$ cat config.mk
export PLATFORM = sky130hd
export DESIGN_NAME = seq_divider
export DESIGN_NICKNAME = d
export VERILOG_FILES = /design/src/rtl/seq_divider.sv
export SDC_FILE = /design/constraint.sdc
export NUM_CORES = 1
export LEC_CHECK = 0
export CAP_MARGIN = 20
export CORE_MARGIN = 2
export CORE_UTILIZATION = 57
export DETAILED_ROUTE_END_ITERATION = 10
export MAX_ROUTING_LAYER = met4
export PLACE_DENSITY = 0.86
export SYNTH_ARGS = -nofsm -noshare
export SYNTH_HDL_FRONTEND = slang
export SYNTH_SLANG_ARGS = --single-unit
$ cat constraint.sdc
create_clock -name clk_i -period 18.84 [get_ports clk_i]
set_clock_uncertainty 0.15 [all_clocks]
set_input_delay 5.652 -clock clk_i [delete_from_list [all_inputs] [get_ports clk_i]]
set_output_delay 5.652 -clock clk_i [all_outputs]
set_load 0.005 [all_outputs]
$ cat src/rtl/seq_divider.sv
// Iterative restoring divider: one quotient bit per cycle, sign-magnitude pre/post fixup.
// Serves DIV/DIVU/REM/REMU; fixed WIDTH+1 cycle latency from the start edge to done.
module seq_divider #(
    parameter int WIDTH = 64
) (
    input  logic             clk_i,
    input  logic             reset_i,
    input  logic             start_i,
    input  logic             is_signed_i,
    input  logic [WIDTH-1:0] dividend_i,
    input  logic [WIDTH-1:0] divisor_i,
    output logic             busy_o,
    output logic             done_o,
    output logic [WIDTH-1:0] quotient_o,
    output logic [WIDTH-1:0] remainder_o,
    output logic             div_by_zero_o
);

    localparam int CW = $clog2(WIDTH);

    typedef enum logic [1:0] {IDLE, CALC, FIX} state_t;

    state_t           state_q, state_d;
    logic [CW-1:0]    cnt_q, cnt_d;
    logic [WIDTH-1:0] rem_q, rem_d;
    logic [WIDTH-1:0] q_q, q_d;
    logic [WIDTH-1:0] dvsr_q, dvsr_d;
    logic             qneg_q, qneg_d;
    logic             rneg_q, rneg_d;
    logic             dz_q, dz_d;
    logic             ovf_q, ovf_d;
    logic [WIDTH-1:0] quot_q, quot_d;
    logic [WIDTH-1:0] remo_q, remo_d;
    logic             dbz_q, dbz_d;
    logic             done_q, done_d;

    logic             a_neg, b_neg;
    logic [WIDTH:0]   shifted;
    logic [WIDTH-1:0] trial;
    logic             borrow;

    assign a_neg   = is_signed_i & dividend_i[WIDTH-1];
    assign b_neg   = is_signed_i & divisor_i[WIDTH-1];

    // rem < divisor always holds, so a non-borrowing difference fits in WIDTH bits
    assign shifted = {rem_q, q_q[WIDTH-1]};
    assign borrow  = shifted < {1'b0, dvsr_q};
    assign trial   = shifted[WIDTH-1:0] - dvsr_q;

    always_ff @(posedge clk_i or posedge reset_i) begin
        if (reset_i) state_q <= IDLE;
        else         state_q <= state_d;
    end

    always_comb begin
        state_d = state_q;
        case (state_q)
            IDLE:    if (start_i) state_d = CALC;
            CALC:    if (cnt_q == CW'(WIDTH - 1)) state_d = FIX;
            FIX:     state_d = IDLE;
            default: state_d = IDLE;
        endcase
    end

    always_comb begin
        busy_o = (state_q != IDLE);
    end

    always_comb begin
        cnt_d  = cnt_q;
        rem_d  = rem_q;
        q_d    = q_q;
        dvsr_d = dvsr_q;
        qneg_d = qneg_q;
        rneg_d = rneg_q;
        dz_d   = dz_q;
        ovf_d  = ovf_q;
        quot_d = quot_q;
        remo_d = remo_q;
        dbz_d  = dbz_q;
        done_d = 1'b0;
        case (state_q)
            IDLE: if (start_i) begin
                qneg_d = is_signed_i & (dividend_i[WIDTH-1] ^ divisor_i[WIDTH-1]);
                rneg_d = a_neg;
                q_d    = a_neg ? -dividend_i : dividend_i;
                dvsr_d = b_neg ? -divisor_i : divisor_i;
                dz_d   = (divisor_i == '0);
                ovf_d  = is_signed_i && (dividend_i == {1'b1, {(WIDTH-1){1'b0}}})
                         && (divisor_i == '1);
                rem_d  = '0;
                cnt_d  = '0;
            end
            CALC: begin
                rem_d = borrow ? shifted[WIDTH-1:0] : trial;
                q_d   = {q_q[WIDTH-2:0], ~borrow};
                cnt_d = cnt_q + 1'b1;
            end
            FIX: begin
                // with a zero divisor the shifted-out remainder is |dividend|, so the
                // normal sign fixup already restores the captured dividend
                if (dz_q)       quot_d = '1;
                else if (ovf_q) quot_d = {1'b1, {(WIDTH-1){1'b0}}};
                else            quot_d = qneg_q ? -q_q : q_q;
                remo_d = ovf_q ? '0 : (rneg_q ? -rem_q : rem_q);
                dbz_d  = dz_q;
                done_d = 1'b1;
            end
            default: ;
        endcase
    end

    always_ff @(posedge clk_i or posedge reset_i) begin
        if (reset_i) begin
            cnt_q  <= '0;
            rem_q  <= '0;
            q_q    <= '0;
            dvsr_q <= '0;
            qneg_q <= 1'b0;
            rneg_q <= 1'b0;
            dz_q   <= 1'b0;
            ovf_q  <= 1'b0;
            quot_q <= '0;
            remo_q <= '0;
            dbz_q  <= 1'b0;
            done_q <= 1'b0;
        end else begin
            cnt_q  <= cnt_d;
            rem_q  <= rem_d;
            q_q    <= q_d;
            dvsr_q <= dvsr_d;
            qneg_q <= qneg_d;
            rneg_q <= rneg_d;
            dz_q   <= dz_d;
            ovf_q  <= ovf_d;
            quot_q <= quot_d;
            remo_q <= remo_d;
            dbz_q  <= dbz_d;
            done_q <= done_d;
        end
    end

    assign done_o        = done_q;
    assign quotient_o    = quot_q;
    assign remainder_o   = remo_q;
    assign div_by_zero_o = dbz_q;

endmodule

==> qor.yml, run 1 <==
flow_run:
  maxCapViolations: 0
pwr:
  max-vdd-ir-drop_mv: 0.1064
  leakage_nw: 10.81
  cellPowerDensity_nw_per_um2: 158.9
synth:
  synth_nets: 2853
  yosys_warnings: 0
  postSynth.asyncResetShare_pct: 100.0
  ys_ff_latch: 334
  synth-edff-count: 0
  avgSynthCellArea_um2: 8.338
  ys_seq_area_share_pct: 37.83
  synth_ff_type: "dfrtp_1"
  synth.distinct_cells: 73
  syn_inst: 2650
  syn-cell-area_um2: 22090
clocking:
  clkSinkCount: 334
  cts.path.max_buffers: 3
  hold_buffers: 0
  htreeDepth: 2
  numCtsBuffers: 38
  cts_resized: 0
  post-cts-setup-buffer-count: 0
  tritoncts: "yes"
  clkSlewWorstSetupHoldPaths_ns: 0.06
  root_buffer: "clkbuf_16"
  insertion_delay_ns: 0.58
setup_path:
  crit_fanout: 6
  critPathLaunchType: "input pin"
  required_ns: 19.09
  worstSetupStartpoint: "dividend_i[12]"
  r2r_start: "rem_q[3]"
  crit_type: "in -> reg"
  ff2ff_setup_slack_ns: 13.37
  crit_path_end_kind: "flop"
  rr_worst_depth: 12
  crit_arrival_ns: 9.93
  crit_end: "q_q[62]"
  r2r-end: "rem_q[38]"
global_routing:
  grt.total_usage_pct: 35.24
  antenna_found_initial: 0
  grt_pass1_wl_um: 111100
  first_global_vias: 20200
  grt_max_degree: 130
  grt_overflow: 0
drt:
  dr_wl_met3_um: 5429
  wirelength_um: 69800
  routed.top_layer: "met4"
  first_iter_violations: 1725
  antenna_left: 0
  wl_met1_um: 29660
  drc: 0
  wl_per_cell_um: 20.78
  firstDrtPassIters: 6
  viasPerCell: 6.272
  vias: 21070
  wl_met2_um: 32170
sta:
  hold_ws_ns: 0.3264
  max_slew_margin_pct: 23.94
  min_period_ns: 9.679
  rsz0062_at_grt: "false"
  fmax_mhz: 103.3
  hold_violations: 0
  setup_viol: 0
  finalMaxSlewViolations: 0
  fin_tns_setup_ns: 0
  finalCritPeriodShare_pct: 51.37
  tightest_slew_ns: 1.141
die:
  io_pins: 263
  rows: 72
  coreArea_um2: 38470
  die_x_um: 200.9
  initial_utilization_pct: 57.44
  die_h_um: 200.9
  die_area_um2: 40350
cells_and_area:
  drive_gt1_share_pct: 4.259
  design_area_um2: 26350
  layout_common_cells: "o21ai_0, dfrtp_1, nand2_1"
  syn_to_final_growth_pct: 19.26
  num_antenna_cells: 0
  fin_util_pct: 68.50
  nNetsFinal: 3017
  final_common_cell: "o21ai_0"
  fin_cells: 3359
placement:
  io_buffers: 262
  dp_hpwl_um: 51250
  place.gp.congestion: 0.9575
  placed_area_um2: 24950
  placedCellCount: 3289
hold_path:
  hold_path.class: "reg -> reg"
outcome:
  status: "completed"
cell usage after synthesis (15+ instances only):
master	n	share of area, %
o21ai_0	401	9.1
dfrtp_1	334	38
nand2_1	318	5.4
xor2_1	206	8.2
a21oi_1	190	4.3
nor2_1	149	2.5
clkbuf_1	145	2.5
inv_1	101	1.7
xnor2_1	98	3.9
ha_1	70	4.0
o31ai_1	65	2.2
a22oi_1	61	2.1
nor3_1	44	1.0
nand4_1	41	1.2
nand3_1	36	0.82
a21o_1	34	1.2
o41ai_1	28	1.1
a31oi_1	27	0.76
nand2b_1	27	0.76
nor4_1	27	0.76
or3_1	25	0.71
or4_1	21	0.71
o21bai_1	19	0.65
and3_1	15	0.42
o22a_1	15	0.59
routing by layer:
metal	up-vias	track usage [%]
li1	9834	-
met1	10110	47.19
met2	945	55.02
met3	175	5.162
met4	0	12.09
met5	-	-
through the flow:
stage	power (mW)	worst slack, ns
global placement	3.272	8.866
finish	4.186	9.161
detailed placement	3.334	8.745
global route	4.492	8.937
CTS	4.143	9.296
floorplan	2.751	3.785
state kept, by name, indices dropped and copies added (netlist names):
signal / flops
rem_q: 64
done_o: 1
div_by_zero_o: 1
dvsr_q: 64
qneg_q: 1
ovf_q: 1
rneg_q: 1
cnt_q: 6
quotient_o: 64
dz_q: 1
remainder_o: 64
state_q: 2
q_q: 64
final cells by class:
class                   count  area (um^2)
clock inverters            16        217.7
clock buffers              51         1111
well taps                 518        648.1
multi-input cells        2058        12810
inverters                 101        386.6
flip-flops and latches    334         8359
repair buffers            281         2818
fillers                  3152        12120
kinds of logic (layout without fill, tap and decap cells):
| group | Yosys count | after routing | share of synthesized area (%) |
|---|---|---|---|
| compound gates | 917 | 917 | 25.09 |
| buf+inv | 258 | 449 | 4.440 |
| fa+ha+maj | 71 | 71 | 4.055 |
| simple gates | 760 | 760 | 16.27 |
| mux | 6 | 6 | 0.2718 |
| xor+xnor | 304 | 304 | 12.05 |
| flops | 334 | 334 | 37.83 |
critical path: stages:
cell	delay, ns
clkdlybuf4s50_1	0.50
or4_1	0.57
nor4_1	0.57
nand2b_1	0.21
nor4_1	0.66
nand4_1	0.32
nor2_1	0.31
nand2_1	0.25
nor3_1	0.46
a211oi_1	0.13
a31oi_1	0.18
o21ai_0	0.10
worst min path at each step:
| stage | slack [ns] | endpoint | startpoint | cells after the start |
|---|---|---|---|---|
| after global placement | 0.31 | remainder_o[63] | remainder_o[63] | 2 |
| after global routing | 0.34 | remainder_o[59] | remainder_o[59] | 2 |
| final | 0.33 | remainder_o[25] | remainder_o[25] | 2 |
| after CTS | 0.33 | remainder_o[14] | remainder_o[14] | 2 |
| after floorplan | 0.30 | dvsr_q[10] | dvsr_q[10] | 2 |
| after detailed placement | 0.32 | remainder_o[14] | remainder_o[14] | 2 |
where the power goes:
part / internal (mW) / leakage [nW] / switching [mW]
clock: 0.482 / 0.656 / 0.311
sequential: 0.928 / 4.29 / 0.334
combinational: 0.876 / 5.86 / 1.26
(Power assumes the default switching activity.)
==> run 2, diff against run 1 <==
--- a/config.mk
+++ b/config.mk
@@ -7,10 +7,10 @@
 export LEC_CHECK = 0
 export CAP_MARGIN = 20
 export CORE_MARGIN = 2
-export CORE_UTILIZATION = 57
+export CORE_UTILIZATION = 52
 export DETAILED_ROUTE_END_ITERATION = 10
 export MAX_ROUTING_LAYER = met4
-export PLACE_DENSITY = 0.86
+export PLACE_DENSITY = 0.83
 export SYNTH_ARGS = -nofsm -noshare
 export SYNTH_HDL_FRONTEND = slang
 export SYNTH_SLANG_ARGS = --single-unit
==> constraint.sdc (replaced) <==
create_clock -name clk_i -period 8.9 [get_ports clk_i]
set_clock_uncertainty 0.15 [all_clocks]
set_input_delay 2.67 -clock clk_i [delete_from_list [all_inputs] [get_ports clk_i]]
set_output_delay 2.67 -clock clk_i [all_outputs]
set_load 0.005 [all_outputs]
==> run 2 against run 1 <==
Against the previous run: global-route usage decreased by 3.8 points; clock-buffer cell count up 4; final area rose by 0.47%; sequential cell count unchanged; setup slack worse by 7.0 ns; sequential power rose by 110%.
==> qor.yml, run 2 (synthesized netlist as in run 1, its figures left out) <==
setup_path:
  crit_path_end_kind: "flop"
  critPathLaunchType: "input pin"
  path_cells: "clkdlybuf4s50_1, or4_1, nor4_1, nand2b_1, nor4_1, nand4_1, nor2_1, nand2_1, nor3_1, a211oi_1, a31oi_1, o21ai_0"
  crit_type: "in -> reg"
  critPathSlowestCell: "nor4_1"
  crit_fanout: 6
  required_ns: 9.15
  crit_arrival_ns: 6.99
  critical_path.max_stage_delay_ns: 0.67
  cpMostUsedCell: "nor4_1"
drt:
  vias: 20840
  viasPerCell: 6.158
  firstDrtPassIters: 6
  first_iter_violations: 1916
  wl_per_cell_um: 20.19
  antenna_left: 0
  wirelength_um: 68330
  drc: 0
cells_and_area:
  drive_gt1_share_pct: 4.323
  syn_to_final_growth_pct: 19.82
  nNetsFinal: 3019
  layout_common_cells: "o21ai_0, dfrtp_1, nand2_1"
  design_area_um2: 26470
  num_antenna_cells: 0
  final_common_cell: "o21ai_0"
  fin_util_pct: 63.11
  nFillCells: 3549
pwr:
  leakage_nw: 10.85
  p_total_mw: 8.932
  cellPowerDensity_nw_per_um2: 337.4
  max-vdd-ir-drop_mv: 0.1805
die:
  initial_utilization_pct: 52.67
  die_area_um2: 44150
  io_pins: 263
  die_x_um: 210.1
  die_h_um: 210.1
  rows: 75
  coreArea_um2: 41950
global_routing:
  grt_pass1_wl_um: 108300
  antenna_found_initial: 0
  grt_overflow: 0
  grt.total_usage_pct: 31.40
  first_global_vias: 19980
  grt_max_degree: 137
sta:
  max_slew_margin_pct: 26.40
  finalMaxSlewViolations: 0
  fin_tns_setup_ns: 0
  finalCritPeriodShare_pct: 75.77
  hold_ws_ns: 0.3299
  rsz0062_at_grt: "false"
  min_period_ns: 6.743
  fmax_mhz: 148.3
  setup_viol: 0
  tightest_slew_ns: 1.104
  hold_violations: 0
clocking:
  htreeDepth: 2
  clkSinkCount: 334
  root_buffer: "clkbuf_16"
  insertion_delay_ns: 0.55
  cts_resized: 0
  post-cts-setup-buffer-count: 0
  tritoncts: "yes"
  clkSlewWorstSetupHoldPaths_ns: 0.06
  cts.path.max_buffers: 3
  numCtsBuffers: 39
  hold_buffers: 0
outcome:
  status: "completed"
placement:
  io_buffers: 262
  dp_hpwl_um: 50720
  placed_area_um2: 25010
  place.gp.congestion: 0.9671
hold_path:
  hold_path.class: "reg -> reg"
flow_run:
  maxCapViolations: 0
run 2: final cells by class:
cell class | instances | area, um^2 | share of cell area [%]
clock buffers | 55 | 1167 | 4.409
clock inverters | 15 | 295.3 | 1.115
inverters | 101 | 382.9 | 1.446
multi-input cells | 2058 | 12810 | 48.39
flip-flops and latches | 334 | 8359 | 31.58
well taps | 539 | 674.4 | 2.547
repair buffers | 282 | 2785 | 10.52
run 2: metal layers:
layer	GRT usage, %	vias up	part of all wire, %
met5	-	-	0
met3	6.094	145	8.6
met2	48.23	886	45
met4	10.76	0	3.2
met1	41.77	9972	43
li1	-	9837	-
run 2: critical path: cells and delay by family:
kind                   cells  cell delay [ns]
AND/OR/NAND/NOR            8             3.48
buffers and inverters      1             0.46
AO/OA/AOI/OAI              3             0.38
run 2: through the flow:
| stage | setup WS [ns] | std cells |
|---|---|---|
| after floorplan | 1.617 | 2650 |
| after global placement | 1.848 | 3314 |
| after detailed placement | 1.659 | 3314 |
| after CTS | 2.243 | 3384 |
| after global routing | 1.697 | 3384 |
| final | 2.157 | 3384 |
run 2: path summary, 6_finish.rpt:
kind                                start              to  slack [ns]  depth (start not counted)
max in group asynchronous         reset_i      dvsr_q[33]        4.81                          4
max                        dividend_i[14]         q_q[62]        2.16                         12
min reg2reg                    dvsr_q[11]      dvsr_q[11]        0.33                          2
min                            dvsr_q[11]      dvsr_q[11]        0.33                          2
max reg2reg                     rem_q[21]       rem_q[47]        3.86                         13
min in group asynchronous         reset_i  quotient_o[19]        2.35                          3
run 2: report_power, final:
part | switching, mW | internal, mW | leakage [nW] | total, mW
Combinational | 2.57 | 1.85 | 5.84 | 4.42
Sequential | 0.741 | 1.96 | 4.29 | 2.70
Clock | 0.660 | 1.15 | 0.713 | 1.81
Total | 3.97 | 4.96 | 10.8 | 8.93
==> run 3, diff against run 2 <==
==> constraint.sdc (replaced) <==
create_clock -name clk_i -period 6 [get_ports clk_i]
set_clock_uncertainty 0.15 [all_clocks]
set_input_delay 1.8 -clock clk_i [delete_from_list [all_inputs] [get_ports clk_i]]
set_output_delay 1.8 -clock clk_i [all_outputs]
set_load 0.005 [all_outputs]
==> run 3 against run 2 <==
Against the previous run: sequential cell count unchanged; register-to-register slack got worse by 2.7 ns; sequential power increased by 47%; power increased by 44%; clock power increased by 28%; clock-buffer cell count increased by 3; largest cell class unchanged; via count increased by 0.21%.
==> qor.yml, run 3 (synthesized netlist as in run 1, its figures left out) <==
outcome:
  status: "completed"
sta:
  tightest_slew_ns: 1.100
  max_slew_margin_pct: 26.64
  fmax_mhz: 188.9
  hold_violations: 0
  rsz0062_at_grt: "false"
  setup_viol: 0
  finalCritPeriodShare_pct: 88.22
  min_period_ns: 5.293
  finalMaxSlewViolations: 0
  hold_ws_ns: 0.3289
drt:
  drc: 0
  antenna_left: 0
  wl_per_cell_um: 20.21
  firstDrtPassIters: 6
  viasPerCell: 6.158
  first_iter_violations: 2120
  wirelength_um: 68540
  vias: 20880
clocking:
  numCtsBuffers: 38
  cts_resized: 0
  post-cts-setup-buffer-count: 0
  clkSinkCount: 334
  tritoncts: "yes"
  root_buffer: "clkbuf_16"
  hold_buffers: 0
  htreeDepth: 2
  cts.path.max_buffers: 3
  insertion_delay_ns: 0.57
  clkSlewWorstSetupHoldPaths_ns: 0.06
die:
  io_pins: 263
  rows: 75
  initial_utilization_pct: 52.67
  die_x_um: 210.1
  coreArea_um2: 41950
  die_h_um: 210.1
  die_area_um2: 44150
cells_and_area:
  final_common_cell: "o21ai_0"
  syn_to_final_growth_pct: 19.33
  nNetsFinal: 3027
  drive_gt1_share_pct: 4.313
  layout_common_cells: "o21ai_0, dfrtp_1, nand2_1"
  num_antenna_cells: 0
pwr:
  p_total_mw: 12.86
  p_seq_share_pct: 30.9
  max-vdd-ir-drop_mv: 0.2370
  netSwitchingPower_mw: 5.841
  cellPowerDensity_nw_per_um2: 487.8
  p_int_mw: 7.021
  switching_share_pct: 45.41
  combPwrFrac_pct: 51.2
  leakage_nw: 10.81
  clockPowerShare_pct: 18.0
global_routing:
  grt_max_degree: 127
  antenna_found_initial: 0
  grt_pass1_wl_um: 108000
  grt_overflow: 0
  grt.total_usage_pct: 31.45
  first_global_vias: 19610
placement:
  place.gp.congestion: 0.9472
  io_buffers: 262
  dp_hpwl_um: 51740
setup_path:
  crit_path_end_kind: "flop"
  critPathLaunchType: "input pin"
  crit_type: "in -> reg"
  critical_path.max_stage_delay_ns: 0.55
  path_cells: "clkdlybuf4s50_1, nor4_1, nor3b_1, nand4_1, nor3_1, and2_1, nand3_1, nor4_1, buf_4, nand2_1, o31ai_1, xor2_1, o21ai_0"
  required_ns: 6.27
  crit_arrival_ns: 5.56
  crit_fanout: 6
  critPathSlowestCell: "nor4_1"
  cpMostUsedCell: "nor4_1"
hold_path:
  hold_path.class: "reg -> reg"
flow_run:
  maxCapViolations: 0
==> run 3: cell count changes in the layout (fill, tap and decap cells not counted), sizes merged <==
cell	before	now
buf	20	29
bufinv	8	1
clkbuf	55	58
inv	101	103
==> run 3: area by class of cell <==
class | count | area [um^2]
repair buffers | 291 | 2910
clock inverters | 10 | 102.6
fillers | 3628 | 15580
well taps | 539 | 674.4
multi-input cells | 2058 | 12810
flip-flops and latches | 334 | 8359
clock buffers | 58 | 1127
inverters | 101 | 382.9
==> run 3: power groups by stage <==
stage / clock network (mW) / logic [mW] / registers [mW]
after global placement: 0 / 6.37 / 3.91
after detailed placement: 0 / 6.48 / 3.96
after CTS: 2.35 / 6.51 / 3.92
after global routing: 2.44 / 7.36 / 4.06
after floorplan: 0 / 5.07 / 3.57
final: 2.31 / 6.58 / 3.97
==> run 3: stage by stage <==
| step | setup slack [ns] | area [um^2] | cells | TNS [ns] | utilization (%) |
|---|---|---|---|---|---|
| global route | 0.3015 | 26370 | 3391 | 0 | 62.86 |
| finish | 0.7069 | 26370 | 3391 | 0 | 62.86 |
| floorplan | -0.4126 | 22100 | 2650 | -137.81 | - |
| CTS | 0.8092 | 26340 | 3390 | 0 | 62.79 |
| global placement | 0.3417 | 25110 | 3322 | 0 | 59.86 |
| detailed placement | 0.2355 | 25110 | 3322 | 0 | 59.86 |
==> run 3: worst paths after layout <==
check | from | end | slack, ns | cells after the start
max reg2reg | rem_q[5] | rem_q[25] | 1.20 | 14
min in group asynchronous | reset_i | remainder_o[9] | 1.56 | 2
max | divisor_i[8] | dvsr_q[53] | 0.71 | 13
min reg2reg | div_by_zero_o | div_by_zero_o | 0.33 | 1
min | div_by_zero_o | div_by_zero_o | 0.33 | 1
max in group asynchronous | reset_i | qneg_q | 3.09 | 3
==> run 3: routing by layer <==
layer	GRT usage [%]	vias up	routed length [um]
met4	8.388	0	1811
li1	-	9844	-
met1	43.51	10070	30300
met3	4.857	121	5461
met5	-	-	0
met2	48.41	848	30980
==> run 3: worst max-delay path: cells and delay by family <==
family / cells / cell delay (ns)
and+or+nand+nor: 8 / 2.50
buffers and inverters: 2 / 0.68
AOI/OAI and AO/OA: 2 / 0.39
xor gates and xnor gates: 1 / 0.17
